### config.mk
export PLATFORM = sky130hd
export DESIGN_NAME = adf4351_freq_ctrl
export DESIGN_NICKNAME = d
export VERILOG_FILES = /design/src/rtl/adf4351_pkg.sv /design/src/rtl/adf4351_freq_sat.sv /design/src/rtl/adf4351_freq_ctrl.sv
export SDC_FILE = /design/constraint.sdc
export NUM_CORES = 1
export LEC_CHECK = 0
export CAP_MARGIN = 20
export CORE_UTILIZATION = 52
export DETAILED_ROUTE_END_ITERATION = 8
export MAX_ROUTING_LAYER = met4
export PLACE_DENSITY = 0.87
export SETUP_SLACK_MARGIN = 0.3
export SLEW_MARGIN = 20
export SYNTH_ARGS = -nofsm -noshare
export SYNTH_HDL_FRONTEND = slang
export SYNTH_HIERARCHICAL = 1
export SYNTH_SLANG_ARGS = --single-unit
### constraint.sdc
create_clock -name clk -period 4.2 [get_ports clk]
set_input_delay 1.26 -clock clk [delete_from_list [all_inputs] [get_ports clk]]
set_output_delay 1.26 -clock clk [all_outputs]
set_load 0.05 [all_outputs]
### src/rtl/adf4351_pkg.sv
// adf4351_pkg
// Shared definitions for the ADF4351 frequency controller: default frequency
// limits (MHz), the step-size table indexed by step_idx, and the FSM state type.
package adf4351_pkg;

  localparam int F_MIN_DEF  = 35;
  localparam int F_MAX_DEF  = 4400;
  localparam int F_INIT_DEF = 100;

  localparam int FREQ_W = 13;

  // Step sizes in MHz, indexed by step_idx.
  localparam logic [FREQ_W-1:0] STEP_TABLE [4] = '{13'd1, 13'd10, 13'd100, 13'd1000};

  typedef enum logic [1:0] {
    ST_INIT = 2'd0,
    ST_IDLE = 2'd1,
    ST_REQ  = 2'd2
  } state_e;

  function automatic logic [FREQ_W-1:0] step_mhz(input logic [1:0] idx);
    return STEP_TABLE[idx];
  endfunction

endpackage

### src/rtl/adf4351_freq_sat.sv
// adf4351_freq_sat
// Saturating frequency step: returns freq+step clamped to F_MAX when up,
// freq-step clamped to F_MIN when down, and freq unchanged when neither or
// both are requested.
// Ports:
//   freq      current frequency (MHz)
//   step      step size (MHz)
//   up, down  step direction requests
//   freq_next resulting frequency (MHz)
module adf4351_freq_sat #(
  parameter int F_MIN = 35,
  parameter int F_MAX = 4400
) (
  input  logic [12:0] freq,
  input  logic [12:0] step,
  input  logic        up,
  input  logic        down,
  output logic [12:0] freq_next
);

  localparam logic [13:0] F_MIN_W = 14'(F_MIN);
  localparam logic [13:0] F_MAX_W = 14'(F_MAX);

  logic [13:0] sum;
  logic [13:0] diff;

  // One extra bit: the sum cannot wrap, and a negative difference shows up
  // in bit 13 because both operands are below 8192.
  assign sum  = {1'b0, freq} + {1'b0, step};
  assign diff = {1'b0, freq} - {1'b0, step};

  always_comb begin
    freq_next = freq;
    if (up && !down) begin
      if (sum > F_MAX_W) freq_next = F_MAX_W[12:0];
      else               freq_next = sum[12:0];
    end else if (down && !up) begin
      if (diff[13] || (diff < F_MIN_W)) freq_next = F_MIN_W[12:0];
      else                              freq_next = diff[12:0];
    end
  end

endmodule

### src/rtl/adf4351_freq_ctrl.sv
// adf4351_freq_ctrl
// Key-driven frequency setting for an ADF4351 synthesizer. k0/k1 step the
// frequency up/down by the selected step, k2 cycles the step size. Every
// change of frequency is offered downstream through a valid/ready request;
// changes made while a request is outstanding are coalesced into one
// follow-up request carrying the latest frequency.
// Ports:
//   clk, rst           clock, asynchronous active-high reset
//   k0, k1, k2         one-cycle key pulses (up, down, step select)
//   upd_ready          downstream accepts the pending request
//   freq_mhz, step_idx current setting
//   upd_valid          request pending
//   upd_freq           frequency of the pending request
//
// state   | meaning
// --------+--------------------------------------------------
// INIT    | first cycle after reset, issues the F_INIT request
// IDLE    | no request outstanding
// REQ     | upd_valid high, upd_freq held until handshake
module adf4351_freq_ctrl
  import adf4351_pkg::*;
#(
  parameter int F_MIN  = F_MIN_DEF,
  parameter int F_MAX  = F_MAX_DEF,
  parameter int F_INIT = F_INIT_DEF
) (
  input  logic        clk,
  input  logic        rst,
  input  logic        k0,
  input  logic        k1,
  input  logic        k2,
  input  logic        upd_ready,
  output logic [12:0] freq_mhz,
  output logic [1:0]  step_idx,
  output logic        upd_valid,
  output logic [12:0] upd_freq
);

  localparam logic [12:0] F_INIT_V = 13'(F_INIT);

  state_e      state_q, state_d;
  logic [12:0] freq_q, freq_d;
  logic [1:0]  step_idx_q, step_idx_d;
  logic [12:0] upd_freq_q, upd_freq_d;
  logic        dirty_q, dirty_d;
  logic        change;

  // Arithmetic uses the step in force before any simultaneous k2.
  adf4351_freq_sat #(
    .F_MIN (F_MIN),
    .F_MAX (F_MAX)
  ) u_sat (
    .freq      (freq_q),
    .step      (step_mhz(step_idx_q)),
    .up        (k0),
    .down      (k1),
    .freq_next (freq_d)
  );

  assign change     = (freq_d != freq_q);
  assign step_idx_d = k2 ? step_idx_q + 2'd1 : step_idx_q;

  always_ff @(posedge clk or posedge rst) begin
    if (rst) begin
      state_q    <= ST_INIT;
      freq_q     <= F_INIT_V;
      step_idx_q <= 2'd0;
      upd_freq_q <= F_INIT_V;
      dirty_q    <= 1'b0;
    end else begin
      state_q    <= state_d;
      freq_q     <= freq_d;
      step_idx_q <= step_idx_d;
      upd_freq_q <= upd_freq_d;
      dirty_q    <= dirty_d;
    end
  end

  always_comb begin
    state_d    = state_q;
    upd_freq_d = upd_freq_q;
    dirty_d    = dirty_q;
    case (state_q)
      ST_INIT: begin
        state_d    = ST_REQ;
        upd_freq_d = F_INIT_V;
        // A key hit in this first cycle still needs its own request.
        dirty_d    = change;
      end
      ST_IDLE: begin
        if (change) begin
          state_d    = ST_REQ;
          upd_freq_d = freq_d;
        end
      end
      ST_REQ: begin
        if (upd_ready) begin
          if (dirty_q || change) begin
            upd_freq_d = freq_d;
            dirty_d    = 1'b0;
          end else begin
            state_d = ST_IDLE;
          end
        end else if (change) begin
          dirty_d = 1'b1;
        end
      end
      default: begin
        state_d = ST_INIT;
      end
    endcase
  end

  always_comb begin
    upd_valid = (state_q == ST_REQ);
    upd_freq  = upd_freq_q;
    freq_mhz  = freq_q;
    step_idx  = step_idx_q;
  end

endmodule

# [Word-level counts from Yosys, hierarchy flattened]
# Cells that the tools add are included.
[word_totals] ff_bits=31 input_bits=6 output_inout_bits=29 wordCells=52
[op_classes] n_addsub=3 order_cmp=3 n_eq_ne=9 n_mux=19 bitwise_logic=1 n_reduce_logical=12
[ops] operator="2-to-1 mux 13 bit" count=9
[ops] operator="case mux 13 bit (3 select lines)" count=1
[ops] operator="binary-select mux 13 bit (select 2 bit)" count=1
[ops] operator="adder 13 x 13 -> 14 bit" count=1
[ops] operator="greater-than comparator 14 x 13 -> 1 bit, second input constant" count=1
[ops] operator="< comparator 14 x 6 -> 1 bit, second input constant" count=1
[ops] operator="subtractor 13 x 13 -> 14 bit" count=1
[ops] operator="inequality test 13 bit" count=1
[ops] operator="2-to-1 mux 2 bit" count=3
[ops] operator="inequality test 2 bit, second input constant" count=3
[ops] operator="inequality test 3 x 2 -> 1 bit, second input constant" count=2
[ops] operator="case mux 2 bit (3 select lines)" count=1
[ops] operator="AND reduction 3 bit" count=2
[ops] operator="AND reduction 4 bit" count=1
[ops] operator="greater-or-equal comparator 3 bit, second input constant" count=1
[ops] operator="2-to-1 mux 1 bit" count=3
[ops] operator="NOT 2 -> 3 bit" count=1
[ops] operator="nonzero test 3 bit" count=1
[ops] operator="adder 2 x 1 -> 2 bit, second input constant" count=1
[ops] operator="== test 2 x 1 -> 1 bit, second input constant" count=1
[ops] operator="== test 2 bit, second input constant" count=1
[ops] operator="logical AND 1 bit" count=2
[ops] operator="zero test 1 bit" count=2
[ops] operator="zero test 2 bit" count=1
[ops] operator="other kinds (4)" count=5

# [Depth between registers and ports, before layout]
[depth] ltp_word=15 mapped_depth=20 ltp_nobuf=18

# [Hierarchy]
# Netlist, hierarchy kept.
[modules_own_cells] mod="adf4351_freq_sat" instances=1 cells_each=274 area_each_um2=1846.8 seq_area_each_um2=0.0
[modules_own_cells] mod="adf4351_freq_ctrl" instances=1 cells_each=118 area_each_um2=1452.6 seq_area_each_um2=783.3

# [Worst setup path before layout]
# OpenSTA, ideal clock, no wires.
[synth_path] path_kind="register to register" start="register step_idx_q[1] (netlist: step_idx[1])" end="register upd_freq_q[2] (netlist: upd_freq[2])" setup_time_ns=0.082 arrival_time_ns=4.693 t_required_ns=4.118 path_slack_ns=-0.576 path_stages_with_launch=19 path_buffers=0 synth_period_minus_slack_ns=4.776 path_cell_list="dfrtp_1 -> inv_1 -> ha_1 -> inv_1 -> ha_1 -> nor2b_1 -> o2111ai_1 -> or3b_4 -> a21oi_2 -> xnor2_1 -> or4_4 -> nor3_4 -> o22a_1 -> o2bb2a_4 -> xor2_1 -> nor4_2 -> and4_4 -> a221o_4 -> mux2_2"
[synth_via] elab_chain_len=14 elab_cells_between_ends=22 cone_classes="2 x add/sub; 2 x order compare; 3 x eq/ne; 11 x mux; 1 x bitwise; 3 x reduce/logical"
[synth_rtl] item="from (decl)" line_no="adf4351_freq_ctrl.sv:43" source="logic [1:0] step_idx_q, step_idx_d;"
[synth_rtl] item="from (signal assigned)" line_no="adf4351_freq_ctrl.sv:73" source="step_idx_q <= step_idx_d;"
[synth_rtl] item="NOT 2 -> 3 bit (implied by the code) (*)" line_no="adf4351_pkg.sv:22" source="return STEP_TABLE[idx];"
[synth_rtl] item="binary-select mux 13 bit (select 2 bit) (*)" line_no="adf4351_pkg.sv:22"
[synth_rtl] item="2-to-1 mux 13 bit (implied by the code) (*) (2 in a row)" line_no="adf4351_pkg.sv:22"
[synth_rtl] item="subtractor 13 x 13 -> 14 bit" line_no="adf4351_freq_sat.sv:30" source="assign diff = {1'b0, freq} - {1'b0, step};"
[synth_rtl] item="< comparator 14 x 6 -> 1 bit" line_no="adf4351_freq_sat.sv:38" source="if (diff[13] || (diff < F_MIN_W)) freq_next = F_MIN_W[12:0];"
[synth_rtl] item="logical OR 1 bit" line_no="adf4351_freq_sat.sv:38"
[synth_rtl] item="2-to-1 mux 13 bit" line_no="adf4351_freq_sat.sv:38"
[synth_rtl] item="2-to-1 mux 13 bit" line_no="adf4351_freq_sat.sv:37" source="end else if (down && !up) begin"
[synth_rtl] item="2-to-1 mux 13 bit (*)" line_no="adf4351_freq_sat.sv:34" source="if (up && !down) begin"
[synth_rtl] item="net freq_d[3]" line_no="adf4351_freq_ctrl.sv:42" source="logic [12:0] freq_q, freq_d;"
[synth_rtl] item="inequality test 13 bit (*)" line_no="adf4351_freq_ctrl.sv:60" source="assign change = (freq_d != freq_q);"
[synth_rtl] item="logical OR 1 bit" line_no="adf4351_freq_ctrl.sv:98" source="if (dirty_q || change) begin"
[synth_rtl] item="inequality test 2 x 1 -> 1 bit (no source line)"
[synth_rtl] item="AND reduction 4 bit (no source line) (*)"
[synth_rtl] item="to (signal assigned)" line_no="adf4351_freq_ctrl.sv:74" source="upd_freq_q <= upd_freq_d;"
[synth_rtl] item="to (decl)" line_no="adf4351_freq_ctrl.sv:44" source="logic [12:0] upd_freq_q, upd_freq_d;"
# The timed path passes the listed nets; every way through them passes the cells marked *. The select of a mux whose other input is x is not followed.
# A chain may end at the register's enable or synchronous reset.

# [Worst setup path in the final report]
[layout_path] start="register step_idx_q[1] (netlist: step_idx[1])" end="register upd_freq_q[9] (netlist: upd_freq[9])"
# The elaborated chain is that of the path after synthesis.

==> impl_summary.log <==
INFO  metric grt_setup_unrepaired = yes
INFO  metric synthDistinctLibCells = 71
INFO  metric antenna_cell_count = 0
INFO  metric clkSinkCount = 31
INFO  metric fillCellCount = between 300 and 400
INFO  metric r2r_setup_slack = -690 ps
INFO  metric via_count = 3,820
INFO  metric antenna_found_initial = 0
INFO  metric timing.slew.headroom = 56.0%
INFO  metric max_cap_viol_count = 0
INFO  metric fin_setup_tns = -10,280 ps
INFO  metric layout_min_cycle_time = 4890 ps
INFO  metric setup_slack = -689 ps
INFO  metric boundaryPins = 35
INFO  metric critical_path_required = 4400 ps
INFO  metric status = finished, violations left
INFO  metric post-route-cell-area = 4960 um^2
INFO  metric violations = setup timing
INFO  metric dp.cells = 598
INFO  metric first_global_vias = 3,738
INFO  metric timing.final.crit_share = 116%
INFO  metric skew = 6.49 ps
INFO  metric worstMarginPinSlew = 659 ps
INFO  metric start_kind = flop
INFO  metric setup.worst_path.class = flop to flop
INFO  metric seq_total_area_yosys = between 20% and 30%
INFO  metric clock.fmax = a little over 200 MHz
INFO  metric layout-drive-gt1-share = 34.1%
INFO  metric netlist_area = around 3300 um^2
INFO  metric syn_to_final_growth = 50.2%
INFO  metric finish.net_count = 585
INFO  metric post_synthesis_register_bit_count = 31
INFO  metric dr.first_iter.drc_count = ~360
INFO  metric io_buffer_count = 34
INFO  metric synth-async-reset-ratio = 100%
INFO  metric synthFlopType = sky130_fd_sc_hd__dfrtp_1
INFO  metric place_hpwl = 8590 um
INFO  metric gp_congestion = slightly below 1
INFO  metric route.detailed.vias_per_inst = about 6.2
INFO  metric largest_net_degree_at_the_start_of_global_routing = 17
INFO  metric floorplan.initialDensity = 54.8%
INFO  metric timing_hold_violations_final = 0
INFO  metric groute.usage.overall = about two fifths
INFO  metric synth_area_per_cell = 8.42 um^2
INFO  metric die_area = between 6000 and 7000 um^2
INFO  metric cp_slowest_cell = sky130_fd_sc_hd__dfrtp_4
INFO  metric post_synth_inst_count = 392
INFO  metric path_max_fanout = 7
INFO  metric cts.path.max_buffers = 2
INFO  metric firstDrtPassIters = 5
INFO  metric critPathMaxStageDelay = 540 ps
INFO  metric num_rows = 28
INFO  metric routed_wl = 12,700 um
INFO  metric clk_pin_slew = 80 ps
INFO  metric timing.hold.ws = 528 ps
INFO  metric floorplan.die.height = 81.7 um
INFO  metric drc_errors = 0
INFO  metric cts_buffers = 5
INFO  metric drv_slew = 0
INFO  metric wl_per_cell = 20.5 um
INFO  metric post_synth_edffs = 0
INFO  metric chip_width = just over 80 um
INFO  metric coreArea = 6030 um^2
INFO  metric final_setup_violations = 16
INFO  metric hold_class = flop to flop
INFO  metric placed_cell_area = between 4000 and 5000 um^2
INFO  metric tritoncts = built
INFO  metric timing.critical_path.to_type = flop
INFO  metric chain_of_cells_forming_the_critical_path = inv_4 -> ha_4 -> ha_4 -> fa_2 -> nor2b_4 -> o31a_1 -> o31ai_4 -> a31oi_1 -> xor2_1 -> or4_4 -> nor3_4 -> buf_6 -> o221ai_2 -> a22o_1 -> xor2_2 -> nor4_4 -> and4_4 -> a221o_4 -> buf_12 -> mux2i_1
INFO  metric drt.antenna.violating_nets = 0
INFO  metric yosys_warnings = 6
INFO  metric clock_insertion_delay_worst_skew = 290 ps
INFO  metric global_route.overflow_total = 0
INFO  metric arrival = 5090 ps
INFO  metric non_filler_cells_in_the_finished_layout = approximately 620
INFO  metric cts_root_buffer = sky130_fd_sc_hd__clkbuf_8
INFO  metric grt_pass1_wl = 18,300 um
INFO  metric path_common_cell = sky130_fd_sc_hd__ha_4
INFO  metric h-tree-depth = 2
[synthesized netlist by cell type, types with 3 or more instances]
library cell / number / share of area [%]
sky130_fd_sc_hd__a211oi_1: 4 / 0.91
sky130_fd_sc_hd__a21o_1: 3 / 0.68
sky130_fd_sc_hd__a21oi_1: 14 / 2.1
sky130_fd_sc_hd__a22oi_1: 3 / 0.68
sky130_fd_sc_hd__a31oi_1: 4 / 0.76
sky130_fd_sc_hd__and2_1: 4 / 0.76
sky130_fd_sc_hd__buf_2: 4 / 0.61
sky130_fd_sc_hd__clkbuf_1: 5 / 0.57
sky130_fd_sc_hd__dfrtp_1: 25 / 19
sky130_fd_sc_hd__dfstp_2: 6 / 4.8
sky130_fd_sc_hd__ha_1: 35 / 13
sky130_fd_sc_hd__inv_1: 45 / 5.1
sky130_fd_sc_hd__maj3_1: 4 / 1.2
sky130_fd_sc_hd__mux2_2: 4 / 1.4
sky130_fd_sc_hd__mux2i_1: 10 / 3.0
sky130_fd_sc_hd__nand2_1: 34 / 3.9
sky130_fd_sc_hd__nand2b_1: 5 / 0.95
sky130_fd_sc_hd__nand3_1: 5 / 0.76
sky130_fd_sc_hd__nand3b_1: 4 / 0.91
sky130_fd_sc_hd__nand4_1: 5 / 0.95
sky130_fd_sc_hd__nor2_1: 23 / 2.6
sky130_fd_sc_hd__nor2b_1: 12 / 2.3
sky130_fd_sc_hd__nor3_1: 11 / 1.7
sky130_fd_sc_hd__nor3b_1: 4 / 0.91
sky130_fd_sc_hd__nor4_1: 5 / 0.95
sky130_fd_sc_hd__o21a_1: 5 / 1.1
sky130_fd_sc_hd__o21ai_0: 13 / 2.0
sky130_fd_sc_hd__o221ai_1: 5 / 1.3
sky130_fd_sc_hd__o22ai_1: 7 / 1.3
sky130_fd_sc_hd__o31a_1: 4 / 1.1
sky130_fd_sc_hd__o31ai_1: 5 / 1.1
sky130_fd_sc_hd__or2_2: 4 / 0.76
sky130_fd_sc_hd__or3_1: 4 / 0.76
sky130_fd_sc_hd__xnor2_1: 4 / 1.1
sky130_fd_sc_hd__xor2_1: 19 / 5.0
[through the flow]
step	util, %	worst slack, ps
2_1_floorplan	-	-289
3_3_place_gp	76.0	-518
3_5_place_dp	76.3	-652
4_1_cts	80.3	-422
5_1_grt	82.2	-802
6_report	82.2	-689
[worst max-delay path: cells and delay by family (launching register included)]
family | cells | cell delay [ps]
AND/OR/NAND/NOR | 5 | 1390
AO/OA/AOI/OAI | 6 | 1360
flip-flops | 1 | 540
adder cells (fa/ha/maj) | 3 | 500
buffers and inverters | 3 | 400
XOR/XNOR | 2 | 400
multiplexers | 1 | 210
[what timing repair did]
action	4_1_cts	5_1_grt
hold buffers	0	0
gates resized for setup	12	16
setup buffers	8	4
setup endpoints to repair	16	16
hold endpoints to repair	0	0
pin swaps	14	6
[layer usage]
layer / up-vias / global-route usage [%] / wire length, um
met4: 0 / 22.8 / 850
met3: 79 / 6.22 / 989
li1: 1678 / - / -
met5: - / - / 0
met1: 1810 / 43.4 / 4760
met2: 253 / 63.6 / 6080
[final timing paths]
path	cells after the start	end	start
max	20	upd_freq[9]	step_idx[1]
min	2	upd_freq[7]	upd_freq[7]
max reg2reg	20	upd_freq[9]	step_idx[1]
min reg2reg	2	upd_freq[7]	upd_freq[7]
max in group asynchronous	3	upd_freq[6]	rst
min in group asynchronous	2	upd_freq[1]	rst
[flip-flops by register name, summed over array words and instances, names as in the netlist]
signal,count
state_q,2
dirty_q,1
step_idx,2
freq_mhz,13
upd_freq,13
[placed cells by master (no fill, tap or decap), types with 5 or more instances in the layout]
cell type,n
sky130_fd_sc_hd__dfrtp_1,22
sky130_fd_sc_hd__nor3_1,9
sky130_fd_sc_hd__o21ai_0,11
sky130_fd_sc_hd__conb_1,8
sky130_fd_sc_hd__ha_1,27
sky130_fd_sc_hd__o22ai_1,7
sky130_fd_sc_hd__ha_4,7
sky130_fd_sc_hd__nand2_1,34
sky130_fd_sc_hd__clkdlybuf4s50_1,34
sky130_fd_sc_hd__xor2_1,18
sky130_fd_sc_hd__dfstp_2,6
sky130_fd_sc_hd__a21oi_1,13
sky130_fd_sc_hd__nand4_1,5
sky130_fd_sc_hd__mux2i_1,10
sky130_fd_sc_hd__nor2b_1,10
sky130_fd_sc_hd__clkbuf_8,6
sky130_fd_sc_hd__nor2_1,23
sky130_fd_sc_hd__inv_1,42
sky130_fd_sc_hd__buf_4,110
sky130_fd_sc_hd__nand2b_1,5
sky130_fd_sc_hd__nand3_1,5
sky130_fd_sc_hd__o21a_1,5
[final cells by class]
class / count / area (um^2) / area share [%]
Sequential cell: 31 / 792 / 16.0
Clock buffer: 6 / 82.6 / 1.67
Clock inverter: 2 / 35.0 / 0.707
Multi-Input combinational cell: 311 / 2550 / 51.6
Inverter: 45 / 174 / 3.51
Timing Repair Buffer: 148 / 1220 / 24.7
Tap cell: 75 / 93.8 / 1.89
[kinds of logic after synthesis]
group / Yosys count / share of synthesized area [%]
XOR/XNOR: 23 / 6.11
adder cells (fa/ha/maj): 41 / 15.7
AO/OA/AOI/OAI: 92 / 20.4
multiplexers: 14 / 4.40
flip-flops: 31 / 23.7
other: 1 / 0.114
AND/OR/NAND/NOR: 133 / 22.0
buffers and inverters: 57 / 7.47
Power is not shown: default switching activity piles up to over one toggle a cycle in this logic, so the estimate is an artifact.
